File: src/rtl/alu_arbiter_pkg.sv
// Shared types for the two-requester ALU arbiter: ALU opcodes and the
// output-register state.
package alu_arbiter_pkg;

    typedef enum logic [3:0] {
        ADD  = 4'b0000,
        SUB  = 4'b0001,
        XOR  = 4'b0010,
        OR   = 4'b0011,
        AND  = 4'b0100,
        SLT  = 4'b0101,
        SRA  = 4'b0110,
        SRL  = 4'b0111,
        SLL  = 4'b1000,
        LDST = 4'b1001,
        BNE  = 4'b1010,
        BLT  = 4'b1011,
        BGE  = 4'b1100,
        BEQ  = 4'b1101
    } alu_op_e;

    typedef enum logic {
        EMPTY = 1'b0,
        FULL  = 1'b1
    } arb_state_e;

endpackage

File: src/rtl/alu_arbiter_alu.sv
// Combinational ALU shared by both requesters. Unused codes, including
// LDST, return zero; comparisons return 0/1 and no error is flagged.
module alu
    import alu_arbiter_pkg::*;
#(
    parameter int DATA_WIDTH    = 32,
    parameter int OPCODE_LENGTH = 4
) (
    input  logic [DATA_WIDTH-1:0]    srca,
    input  logic [DATA_WIDTH-1:0]    srcb,
    input  logic [OPCODE_LENGTH-1:0] alucontrol,
    output logic [DATA_WIDTH-1:0]    aluresult
);

    localparam int SHW = $clog2(DATA_WIDTH);

    logic [SHW-1:0] shamt;
    logic           lt_s;

    assign shamt = srcb[SHW-1:0];
    assign lt_s  = $signed(srca) < $signed(srcb);

    always_comb begin
        aluresult = '0;
        case (alucontrol)
            ADD:  aluresult = srca + srcb;
            SUB:  aluresult = srca - srcb;
            XOR:  aluresult = srca ^ srcb;
            OR:   aluresult = srca | srcb;
            AND:  aluresult = srca & srcb;
            SLT:  aluresult = {{(DATA_WIDTH-1){1'b0}}, lt_s};
            SRA:  aluresult = $signed(srca) >>> shamt;
            SRL:  aluresult = srca >> shamt;
            SLL:  aluresult = srca << shamt;
            BNE:  aluresult = {{(DATA_WIDTH-1){1'b0}}, srca != srcb};
            BLT:  aluresult = {{(DATA_WIDTH-1){1'b0}}, lt_s};
            BGE:  aluresult = {{(DATA_WIDTH-1){1'b0}}, ~lt_s};
            BEQ:  aluresult = {{(DATA_WIDTH-1){1'b0}}, srca == srcb};
            default: aluresult = '0;
        endcase
    end

endmodule

File: src/rtl/alu_arbiter.sv
// Round-robin arbiter sharing one ALU between two valid/ready requesters,
// with a one-entry tagged result register and saturating grant counters.
//
// state | meaning
// EMPTY | no result held; any valid request can be accepted
// FULL  | result held in rsp_*; accept only when it drains this cycle
module alu_arbiter
    import alu_arbiter_pkg::*;
#(
    parameter int DATA_WIDTH    = 32,
    parameter int OPCODE_LENGTH = 4,
    parameter int CNT_WIDTH     = 16
) (
    input  logic                     clk,
    input  logic                     reset,
    input  logic                     req0_valid,
    output logic                     req0_ready,
    input  logic [DATA_WIDTH-1:0]    req0_srca,
    input  logic [DATA_WIDTH-1:0]    req0_srcb,
    input  logic [OPCODE_LENGTH-1:0] req0_op,
    input  logic                     req1_valid,
    output logic                     req1_ready,
    input  logic [DATA_WIDTH-1:0]    req1_srca,
    input  logic [DATA_WIDTH-1:0]    req1_srcb,
    input  logic [OPCODE_LENGTH-1:0] req1_op,
    output logic                     rsp_valid,
    input  logic                     rsp_ready,
    output logic                     rsp_id,
    output logic [DATA_WIDTH-1:0]    rsp_result,
    output logic [CNT_WIDTH-1:0]     grant_cnt0,
    output logic [CNT_WIDTH-1:0]     grant_cnt1
);

    arb_state_e state, state_next;
    logic       last_grant;
    logic       grant;
    logic       can_accept;
    logic       accept;

    logic [DATA_WIDTH-1:0]    alu_srca;
    logic [DATA_WIDTH-1:0]    alu_srcb;
    logic [OPCODE_LENGTH-1:0] alu_op;
    logic [DATA_WIDTH-1:0]    alu_result;

    always_comb begin
        state_next = state;
        grant      = 1'b0;
        can_accept = (state == EMPTY) | rsp_ready;

        // On a tie the requester that did not win last time goes first.
        if (req0_valid && req1_valid)
            grant = ~last_grant;
        else
            grant = req1_valid;

        accept     = can_accept & (req0_valid | req1_valid);
        req0_ready = accept & ~grant;
        req1_ready = accept & grant;

        case (state)
            EMPTY: if (accept) state_next = FULL;
            FULL:  if (rsp_ready && !accept) state_next = EMPTY;
            default: state_next = EMPTY;
        endcase
    end

    assign alu_srca = grant ? req1_srca : req0_srca;
    assign alu_srcb = grant ? req1_srcb : req0_srcb;
    assign alu_op   = grant ? req1_op   : req0_op;

    alu #(
        .DATA_WIDTH   (DATA_WIDTH),
        .OPCODE_LENGTH(OPCODE_LENGTH)
    ) u_alu (
        .srca      (alu_srca),
        .srcb      (alu_srcb),
        .alucontrol(alu_op),
        .aluresult (alu_result)
    );

    always_ff @(posedge clk or negedge reset) begin
        if (!reset) begin
            state      <= EMPTY;
            last_grant <= 1'b1;
            rsp_id     <= 1'b0;
            rsp_result <= '0;
            grant_cnt0 <= '0;
            grant_cnt1 <= '0;
        end else begin
            state <= state_next;
            if (accept) begin
                rsp_id     <= grant;
                rsp_result <= alu_result;
                last_grant <= grant;
                if (!grant && grant_cnt0 != '1)
                    grant_cnt0 <= grant_cnt0 + CNT_WIDTH'(1);
                if (grant && grant_cnt1 != '1)
                    grant_cnt1 <= grant_cnt1 + CNT_WIDTH'(1);
            end
        end
    end

    assign rsp_valid = (state == FULL);

endmodule

File: config.mk
export PLATFORM = sky130hd
export DESIGN_NAME = alu_arbiter
export DESIGN_NICKNAME = d
export VERILOG_FILES = /design/src/rtl/alu_arbiter_pkg.sv /design/src/rtl/alu_arbiter_alu.sv /design/src/rtl/alu_arbiter.sv
export SDC_FILE = /design/constraint.sdc
export NUM_CORES = 1
export LEC_CHECK = 0
export BUFFER_PORTS_ARGS = -buffer_cell sky130_fd_sc_hd__buf_4
export CORE_MARGIN = 4
export CORE_UTILIZATION = 35
export DETAILED_ROUTE_END_ITERATION = 12
export PLACE_DENSITY = 0.5
export SYNTH_ARGS = -nofsm -noshare
export SYNTH_HDL_FRONTEND = slang
export SYNTH_HIERARCHICAL = 1
export SYNTH_SLANG_ARGS = --single-unit
File: constraint.sdc
create_clock -name clk -period 6 [get_ports clk]
set_clock_uncertainty 0.15 [all_clocks]
set_input_delay 0.6 -clock clk [delete_from_list [all_inputs] [get_ports clk]]
set_output_delay 0.6 -clock clk [all_outputs]
set_load 0.02 [all_outputs]
=== Word-level counts from Yosys, hierarchy flattened ===
Index checks and enable logic that the tools add are counted.

* Bits in registers: 67

* $add $sub $neg: 4
* $lt $le $gt $ge: 1
* Equal/unequal tests: 16
* Shift operators: 3
* Muxes and demuxes: 8
* Bitwise logic cells: 12
* Reductions and logical operators: 10

{| class="wikitable"
|+ Operators with widths
! cell !! number
|-
| $pmux 32 s12 || 1
|-
| $mux 32 || 2
|-
| $add 16x1->16 const B || 2
|-
| $add 32x32->32 || 1
|-
| $and 32x32->32 || 1
|-
| $eq 32x32->1 || 1
|-
| $lt 32x32->1 || 1
|-
| $ne 16x16->1 const B || 2
|-
| $ne 32x32->1 || 1
|-
| $or 32x32->32 || 1
|-
| $shl 32x5->32 || 1
|-
| $shr 32x5->32 || 1
|-
| $sshr 32x5->32 || 1
|-
| $sub 32x32->32 || 1
|-
| $xor 32x32->32 || 1
|-
| $eq 4x4->1 const B || 5
|-
| $eq 4x3->1 const B || 4
|-
| $eq 4x2->1 const B || 2
|-
| $eq 4x1->1 const B || 1
|-
| $logic_and 1x1->1 || 4
|-
| $logic_not 4->1 || 1
|-
| $mux 4 || 1
|-
| $not 1->1 || 4
|-
| $reduce_and 2->1 || 2
|-
| other kinds (6) || 12
|}

=== Logic depth before layout (Yosys ltp) ===
Gate-level depths: netlist of the first run.

* Word-level depth: 7
* Mapped depth: 19
* Gate-level depth less buffers: 15

=== By module ===
Netlist of the first run, hierarchy kept.

{| class="wikitable"
|+ By module, submodules not included
! module !! times used !! cells an instance !! area an instance (µm²) !! seq. area each (µm²)
|-
| alu || 1 || 1316 || 8687.1 || 0.0
|-
| alu_arbiter || 1 || 306 || 3801.1 || 1677.9
|}

=== Worst setup path after synthesis of the first run ===
No wires, ideal clock.

* Path kind: input to register
* Start: in req1_valid
* End: reg rsp_result[26]
* Library setup time: 125 ps
* Arrival time: 5058 ps
* Data required time: 5725 ps
* Setup slack: 668 ps
* Stages on the path: 19
* Buffers on the path: 5
* Path through: a21boi_4 buf_2 mux2_2 clkbuf_1 inv_2 buf_1 clkbuf_1 ha_1 buf_2 o21bai_1 a2111oi_2 o211a_4 o311a_4 o41ai_4 a21oi_2 o41ai_4 xor2_1 o2111ai_1 mux2_2

{| class="wikitable"
|+ RTL lines
! item !! line !! RTL
|-
| from (decl) || alu_arbiter.sv:21 || <nowiki>input logic req1_valid,</nowiki>
|-
| $logic_and 1x1->1 || alu_arbiter.sv:51 || <nowiki>if (req0_valid && req1_valid)</nowiki>
|-
| $mux 1 * || alu_arbiter.sv:51 ||
|-
| $mux 32 * || alu_arbiter.sv:68 || <nowiki>assign alu_srcb = grant ? req1_srcb : req0_srcb;</nowiki>
|-
| via alu_srcb[2] || alu_arbiter.sv:41 || <nowiki>logic [DATA_WIDTH-1:0] alu_srcb;</nowiki>
|-
| $sub 32x32->32, or another cell as far along || alu_arbiter_alu.sv:27 || <nowiki>SUB: aluresult = srca - srcb;</nowiki>
|-
| $pmux 32 s12 * || alu_arbiter_alu.sv:25 || <nowiki>case (alucontrol)</nowiki>
|-
| via alu_result[26] || alu_arbiter.sv:43 || <nowiki>logic [DATA_WIDTH-1:0] alu_result;</nowiki>
|-
| to (signal assigned) || alu_arbiter.sv:93 || <nowiki>rsp_result <= alu_result;</nowiki>
|-
| to (decl) || alu_arbiter.sv:29 || <nowiki>output logic [DATA_WIDTH-1:0] rsp_result,</nowiki>
|}

Mark *: on every way through the listed nets, which the timed path passes. The rest lies on a longest branch.
A chain may end at the register's enable or synchronous reset.

=== Worst setup path after layout of the first run ===
* Start: reg last_grant
* End: reg rsp_result[0]

* Longest elaborated chain between the ends: 6

{| class="wikitable"
|+ Ends and longest elaborated chain
! item !! line !! RTL
|-
| from (decl) || alu_arbiter.sv:35 || <nowiki>logic last_grant;</nowiki>
|-
| from (signal assigned) || alu_arbiter.sv:94 || <nowiki>last_grant <= grant;</nowiki>
|-
| $not 1->1 * || alu_arbiter.sv:52 || <nowiki>grant = ~last_grant;</nowiki>
|-
| $mux 1 * || alu_arbiter.sv:51 ||
|-
| $mux 32 * || alu_arbiter.sv:67 || <nowiki>assign alu_srca = grant ? req1_srca : req0_srca;</nowiki>
|-
| via alu_srca[21] || alu_arbiter.sv:40 || <nowiki>logic [DATA_WIDTH-1:0] alu_srca;</nowiki>
|-
| $lt 32x32->1 || alu_arbiter_alu.sv:21 || <nowiki>assign lt_s = $signed(srca) < $signed(srcb);</nowiki>
|-
| $not 1->1 || alu_arbiter_alu.sv:37 || <nowiki>BGE: aluresult = {{(DATA_WIDTH-1){1'b0}}, ~lt_s};</nowiki>
|-
| $pmux 32 s12 * || alu_arbiter_alu.sv:25 ||
|-
| via alu_result[0] || alu_arbiter.sv:43 ||
|}

Marked as above.

==> impl_metrics.toml, run 1 <==
[grt]
antenna_found_initial = 2
grt.total_usage_pct = 27.2
overflow = 0
grt_start_max_net_pins = 68
grt_pass1_wl_um = 82900
grt_pass1_vias = 13400

[sta]
finalCritPeriodShare_pct = 85.1
rsz0062_at_grt = "no"
finalSetupViolations = 0
period_needed_ns = 5.11
relSlewSlack_pct = 25.6
tightest_slew_ns = 1.11
fmax_mhz = 196
finalHoldViolations = 0
maxSlewViolCount = 0
tns_ns = 0

[power_and_ir_drop]
cellLeakagePower_nw = 6.51
pwr_density_cell_mw_per_mm2 = 235
ir_worst_vdd_uv = 171

[finish]
design_area_sq_mm = 0.0147
nNetsFinal = 1999
syn_to_final_growth_pct = 17.6
layout-drive-gt1-share_pct = 25.3

[floorplanning]
die_area_sq_mm = 0.0388
die_width_um = 197
num_rows = 68
core_sq_mm = 0.0349
start_util_pct = 35.8
pin_count = 209
fp.dieH_um = 197

[clocking]
cts_resized = 0
post-cts-setup-buffers = 0
clkTransAtPathRegs_ns = 0.06
htreeDepth = 3
cts_max_path_buffers = 2
cts_tree = "built"
cts_buffers = 9
clk-insertion-delay-late_ns = 0.35
cts_hold_buffers = 0
root_buffer = "clkbuf_16"
cts_sinks = 67

[critical_path]
r2r_slack_ns = 0.89
r2r_start = "last_grant"
path_max_fanout = 51
reg2reg_depth = 15
critical_path.endpoint_type = "flip-flop"
crit_required_ns = 6.08
startpoint_type = "flip-flop"
worst-endpoint-arrival_ns = 5.18
criticalPathCategory = "reg -> reg"
rr_endpoint = "rsp_result[0]"

[logic_synthesis]
synth_cell_types = 95
synth_edf_count = 0
synth_top_area_share_pct = 13.2
synth_largest_area_cell = "dfrtp_1"
syn_nets = 1865
synth_common_cells = "168 x nor2_1, 131 x nand2_1, 115 x mux2_2"
synth_ff_type = "dfrtp_1"
ys_top_cells_by_area = "dfrtp_1 13%, mux2_2 10%, ha_1 10%"
avgSynthCellArea_sq_um = 7.70
ys_seq_area_share_pct = 13.4
yosysMostFrequentCell = "nor2_1"
async_flop_share_pct = 100
syn_area_sq_mm = 0.0125
yosys_warnings = 6
syn_inst = 1622
ys_ff_latch = 67

[outcome]
status = "complete, no violations"

[job]
drv_cap = 0

[hold_path]
hp-class = "in -> async"

[route]
drt_first_pass_iters = 6
routed_wl_um = 54900
drt_iter0_markers = 1387
vias_per_cell = 6.17
drc = 0
wl_per_cell_um = 24.8
ant_nets = 0
vias = 13700

[placed_design]
place_area_sq_mm = 0.0144
io_buffers = 208
gp_congestion = 0.956
hpwlAfterDp_um = 42800
registers in the layout, summed over array words and instances, names as in the netlist:
signal,cells
grant_cnt0,16
last_grant,1
grant_cnt1,16
rsp_valid,1
rsp_id,1
rsp_result,32
cells in the final DEF (no fill, tap or decap), types with 19 or more instances in the layout:
cell type / instances
mux2_2: 114
mux2i_1: 55
buf_4: 240
nor2_1: 167
nand3_1: 33
o21ai_0: 112
a211oi_1: 27
nor3_1: 44
mux4_2: 29
dfrtp_1: 66
nand2_1: 131
xor2_1: 23
xnor2_1: 19
a21oi_1: 103
ha_1: 100
inv_1: 101
o211ai_1: 23
metrics by stage:
step / hold slack, ns / power, W / util (%) / setup WS [ns] / std cells
2_1_floorplan: 0.154 / 0.00209 / - / 0.668 / 1622
3_3_place_gp: 0.344 / 0.00288 / 41.2 / 0.606 / 2200
3_5_place_dp: 0.340 / 0.00287 / 41.2 / 0.578 / 2200
4_1_cts: 0.273 / 0.00343 / 42.1 / 0.931 / 2216
5_1_grt: 0.311 / 0.00368 / 42.1 / 0.589 / 2216
6_report: 0.226 / 0.00345 / 42.1 / 0.893 / 2217
worst max-delay path: stages, from the launching register on:
cell	delay (ns)
dfstp_2	0.39
a21boi_4	0.31
buf_12	0.33
mux2_2	0.48
inv_1	0.08
ha_1	0.51
nor4_1	0.70
o21ai_0	0.26
a31oi_1	0.30
nor4_1	0.09
o41ai_1	0.33
o21ai_0	0.17
and4b_1	0.24
a31oi_1	0.13
o311ai_0	0.16
mux2_2	0.30
per-layer routing:
metal | track usage (%) | vias up | wire [um]
met5 | 0 | - | 7
met2 | 41.9 | 678 | 24200
met4 | 7.60 | 2 | 1510
li1 | - | 6268 | -
met1 | 39.0 | 6620 | 24400
met3 | 4.91 | 100 | 4810
worst max-delay path by stage:
stage | start | to | cells past startpoint
2_1_floorplan | req1_valid | rsp_result[26] | 19
3_3_place_gp | req0_valid | rsp_result[28] | 16
3_5_place_dp | req0_valid | rsp_result[0] | 16
4_1_cts | last_grant | rsp_result[0] | 15
5_1_grt | last_grant | rsp_result[0] | 15
6_report | last_grant | rsp_result[0] | 15
where the power goes:
part / internal (W) / switching, W
registers: 0.000566 / 0.000108
logic: 0.000872 / 0.00136
clock network: 0.000323 / 0.000222
cells by family after synthesis:
logic type	count (synthesis)	synth area share (%)
buffers and inverters	221	7.19
adder cells (fa/ha/maj)	102	10.3
multiplexers	199	20.0
XOR/XNOR	42	2.95
flip-flops	67	13.4
AND/OR/NAND/NOR	503	19.3
AO/OA/AOI/OAI	488	26.8
cell type report:
cell class	instances	area, sq um
Tap cell	455	569
Fill cell	3686	20200
Multi-Input combinational cell	1334	9930
Clock buffer	10	229
Antenna cell	1	2.50
Timing Repair Buffer	241	1820
Clock inverter	6	66.3
Sequential cell	67	1680
Inverter	103	387
(Power assumes the default switching activity.)
==> run 2: changes to the inputs <==
--- a/config.mk
+++ b/config.mk
@@ -6,6 +6,7 @@
 export NUM_CORES = 1
 export LEC_CHECK = 0
 export BUFFER_PORTS_ARGS = -buffer_cell sky130_fd_sc_hd__buf_4
+export CORE_ASPECT_RATIO = 0.5
 export CORE_MARGIN = 4
 export CORE_UTILIZATION = 35
 export DETAILED_ROUTE_END_ITERATION = 12
==> impl_metrics.toml, run 2 (synthesized netlist as in run 1, its figures left out) <==
[outcome]
status = "complete, no violations"

[clocking]
cts_resized = 0
cts_hold_buffers = 0
cts_sinks = 67
root_buffer = "clkbuf_16"
htreeDepth = 3
cts_max_path_buffers = 2
clk-insertion-delay-late_ns = 0.34
clkTransAtPathRegs_ns = 0.06
cts_tree = "built"
post-cts-setup-buffers = 0
cts_buffers = 9

[grt]
grt_pass1_vias = 13500
overflow = 0
grt_start_max_net_pins = 74
grt.total_usage_pct = 29.4
antenna_found_initial = 3
grt_pass1_wl_um = 87200

[sta]
period_needed_ns = 5.08
timing.hold.ws_ns = 0.225
finalHoldViolations = 0
finalSetupViolations = 0
tightest_slew_ns = 1.20
fin_ws_ns = 0.917
maxSlewViolCount = 0
fmax_mhz = 197
finalCritPeriodShare_pct = 84.7
rsz0062_at_grt = "no"
tns_ns = 0
relSlewSlack_pct = 19.2

[route]
vias_per_cell = 6.15
routed_wl_um = 59200
drc = 0
ant_nets = 0
drt_iter0_markers = 1495
vias = 13900
drt_first_pass_iters = 6
wl_per_cell_um = 26.1

[placed_design]
gp_congestion = 1.01
pre_cts_ws_ns = 0.539
place_area_sq_mm = 0.0146
io_buffers = 208
hpwlAfterDp_um = 47600

[critical_path]
path_delay_family = "compound AO/OA/AOI/OAI gates"
slowest_delay_ns = 0.69
startpoint_type = "flip-flop"
criticalPathCategory = "reg -> reg"
crit_required_ns = 6.07
critical_path.endpoint_type = "flip-flop"
reg2reg_depth = 16
slowest_stage = "a2111oi_0"
path_cells = "a21boi_4 -> buf_12 -> mux2_4 -> ha_1 -> inv_1 -> fa_1 -> nand2b_1 -> a21o_1 -> a2111oi_0 -> nor2_1 -> a211oi_1 -> o31ai_1 -> a2111oi_0 -> o21a_1 -> o31ai_1 -> mux2_2"
worst-endpoint-arrival_ns = 5.15
path_buf_inv = 2
cp_num_cells = 16
path_max_fanout = 35

[finish]
fin_util_pct = 42.8
layout-drive-gt1-share_pct = 26.4
top_register = "rsp_result"
fillers = 3645
design_area_sq_mm = 0.0149
reg_top3 = "rsp_result x32, grant_cnt0 x16, grant_cnt1 x16"
final_common_cell = "buf_4"
syn_to_final_growth_pct = 19.5
nNetsFinal = 2026
largest_reg_flops = 32
final_cell_mix = "266 x buf_4, 167 x nor2_1, 131 x nand2_1"

[floorplanning]
num_rows = 48
start_util_pct = 35.9
core_sq_mm = 0.0348
pin_count = 209
fp.dieH_um = 142
die_width_um = 275
die_area_sq_mm = 0.0390

[power_and_ir_drop]
pwr_density_cell_mw_per_mm2 = 239
cellLeakagePower_nw = 6.64
ir_worst_vdd_uv = 232

[job]
drv_cap = 0

[hold_path]
hp-class = "in -> async"
==> run 2: cell count changes in the layout (fill, tap and decap cells not counted) <==
cell        change
buf_4          +26
clkinv_4        +2
clkinvlp_4      -2
buf_12          +1
clkinv_2        -1
inv_6           +1
nor2_2          +1
nor2_4          -1
==> run 2: worst paths after layout <==
check,from,slack [ns],to
setup / recovery,last_grant,0.92,rsp_result[30]
hold / removal,reset,0.22,grant_cnt0[6]
setup reg to reg,last_grant,0.92,rsp_result[30]
hold reg to reg,rsp_result[8],0.36,rsp_result[8]
max in group asynchronous,reset,4.87,grant_cnt1[10]
min in group clk,rsp_result[8],0.36,rsp_result[8]
==> run 2: through the flow <==
step / instances / power [W]
floorplan: 1622 / 0.00209
global placement: 2247 / 0.00297
detailed placement: 2247 / 0.00297
CTS: 2263 / 0.00354
global route: 2263 / 0.00378
finish: 2264 / 0.00357
==> run 2: area by class of cell <==
type	count	area, sq um	area share [%]
clock buffer	10	229	1.53
sequential	67	1680	11.2
multi-input combinational	1334	9920	66.5
antenna	1	2.50	0.0168
tap	475	594	3.98
inverter	103	387	2.59
clock inverter	6	72.6	0.486
timing repair buffer	268	2040	13.6
==> run 2: metal layers <==
metal | vias to the layer above | GRT usage, % | routed length, um
met4 | 2 | 3.82 | 548
met2 | 693 | 41.2 | 23800
met5 | - | 0 | 13
met3 | 45 | 9.61 | 6990
li1 | 6333 | - | -
met1 | 6841 | 44.6 | 27900
==> run 2: where the power goes <==
group	total [W]	switching (W)	internal, W
Combinational	0.00234	0.00144	0.000901
Clock	0.000554	0.000227	0.000327
Sequential	0.000682	0.000116	0.000566
==> run 3: changes to the inputs <==
--- a/config.mk
+++ b/config.mk
@@ -10,7 +10,7 @@
 export CORE_MARGIN = 4
 export CORE_UTILIZATION = 35
 export DETAILED_ROUTE_END_ITERATION = 12
-export PLACE_DENSITY = 0.5
+export PLACE_DENSITY = 0.52
 export SYNTH_ARGS = -nofsm -noshare
 export SYNTH_HDL_FRONTEND = slang
 export SYNTH_HIERARCHICAL = 1
==> constraint.sdc (replaced) <==
create_clock -name clk -period 4.53 [get_ports clk]
set_clock_uncertainty 0.15 [all_clocks]
set_input_delay 0.453 -clock clk [delete_from_list [all_inputs] [get_ports clk]]
set_output_delay 0.453 -clock clk [all_outputs]
set_load 0.02 [all_outputs]
==> impl_metrics.toml, run 3 (synthesized netlist as in run 1, its figures left out) <==
[placed_design]
place_inst = 2504
io_buffers = 208
hpwlAfterDp_um = 48700
place_area_sq_mm = 0.0166
gp_congestion = 0.989

[critical_path]
reg2reg_depth = 20
critical_path.endpoint_type = "flip-flop"
startpoint_type = "flip-flop"
path_max_fanout = 6
worst-endpoint-arrival_ns = 4.57
rr_endpoint = "rsp_result[20]"
r2r_slack_ns = 0.02
criticalPathCategory = "reg -> reg"
crit_end = "rsp_result[20]"
startpoint = "last_grant"
crit_required_ns = 4.60
r2r_start = "last_grant"

[grt]
grt_pass1_wl_um = 87700
antenna_found_initial = 2
grt.total_usage_pct = 29.6
grt_pass1_vias = 13900
grt_start_max_net_pins = 68
overflow = 0

[route]
wl_met2_um = 23300
routed_wl_um = 60400
wl_per_cell_um = 23.8
top_layer = "met4"
dr_wl_met3_um = 8350
drt_iter0_markers = 1811
met1_length_um = 27800
vias = 14800
vias_per_cell = 5.83
drt_first_pass_iters = 6
drc = 0
ant_nets = 0

[hold_path]
hp-class = "in -> async"

[finish]
final_cell_mix = "528 x buf_4, 165 x nor2_1, 131 x nand2_1"
top_register = "rsp_result"
stdcell_count = 2534
antenna_cells = 0
nNetsFinal = 2297
reg_top3 = "rsp_result x32, grant_cnt0 x16, grant_cnt1 x16"
final_common_cell = "buf_4"
largest_reg_flops = 32
layout-drive-gt1-share_pct = 37.8
design_area_sq_mm = 0.0173
syn_to_final_growth_pct = 38.9

[clocking]
root_buffer = "clkbuf_16"
cts_sinks = 67
cts_buffers = 9
cts_tree = "built"
clkTransAtPathRegs_ns = 0.06
clk-insertion-delay-late_ns = 0.33
htreeDepth = 3
cts_max_path_buffers = 2

[sta]
fmax_mhz = 222
rsz0062_at_grt = "yes"
relSlewSlack_pct = 20.9
finalCritPeriodShare_pct = 99.5
maxSlewViolCount = 0
period_needed_ns = 4.51
finalHoldViolations = 0
tightest_slew_ns = 1.18
finalSetupViolations = 0

[floorplanning]
core_sq_mm = 0.0348
pin_count = 209
start_util_pct = 35.9
fp.dieH_um = 142
die_area_sq_mm = 0.0390
die_width_um = 275
num_rows = 48

[outcome]
status = "complete, no violations"

[power_and_ir_drop]
pwr_density_cell_mw_per_mm2 = 308
cellLeakagePower_nw = 8.04
ir_worst_vdd_uv = 271
power_w = 0.00535

[job]
drv_cap = 0
## run 3: what timing repair did
action,CTS,global route
pin swaps,0,6
setup endpoints to repair,3,18
gates resized for setup,3,53
cloned,0,2
setup buffers,0,12
hold buffers,0,0
## run 3: worst min path at each step
stage | end | slack, ns
after detailed placement | grant_cnt0[6] | 0.34
after CTS | grant_cnt0[8] | 0.11
final | grant_cnt0[7] | 0.07
after global routing | grant_cnt0[7] | 0.16
after floorplan | grant_cnt0[0] | 0.007
after global placement | grant_cnt0[6] | 0.34
## run 3: critical path, cell delays in order (launching register included)
cell and delay, ns:
dfstp_2 0.57, a21boi_4 0.08, buf_4 0.17, clkbuf_16 0.16, mux2_2 0.24, buf_6 0.12, inv_1 0.07, ha_2 0.20
fa_2 0.38, o21bai_4 0.20, a2111oi_4 0.11, o211a_4 0.25, o311a_4 0.40, o41ai_4 0.20, buf_4 0.19, buf_4 0.12
nand3_1 0.07, a32oi_1 0.22, xnor2_1 0.14, o21ai_1 0.07, mux2_2 0.27
## run 3: area by class of cell
| class | count | area (sq um) |
|---|---|---|
| flip-flops and latches | 67 | 1680 |
| well taps | 475 | 594 |
| repair buffers | 539 | 4180 |
| clock inverters | 5 | 83.8 |
| clock buffers | 11 | 253 |
| fillers | 3522 | 17500 |
| inverters | 103 | 393 |
| multi-input cells | 1334 | 10200 |
## run 3: routing by layer
layer | vias up | GRT usage (%)
li1 | 6870 | -
met1 | 7108 | 44.3
met2 | 743 | 39.2
met3 | 55 | 12.8
met4 | 0 | 4.98
met5 | - | 0
## run 3: through the flow
step	setup WS (ns)	setup TNS [ns]	utilization [%]	hold WS [ns]
6_report	0.0238	0	49.8	0.0673
5_1_grt	-0.152	-0.756	49.8	0.162
4_1_cts	-0.0160	-0.0160	48.7	0.108
3_5_place_dp	-0.283	-0.858	47.7	0.337
3_3_place_gp	-0.190	-0.611	47.7	0.340
2_1_floorplan	0.00598	0	-	0.00741
## run 3: power breakdown
group          internal (W)  leakage (nW)  switching, W
Clock              0.000513         0.158      0.000263
Sequential         0.000750         0.844      0.000134
Combinational       0.00163          7.04       0.00206
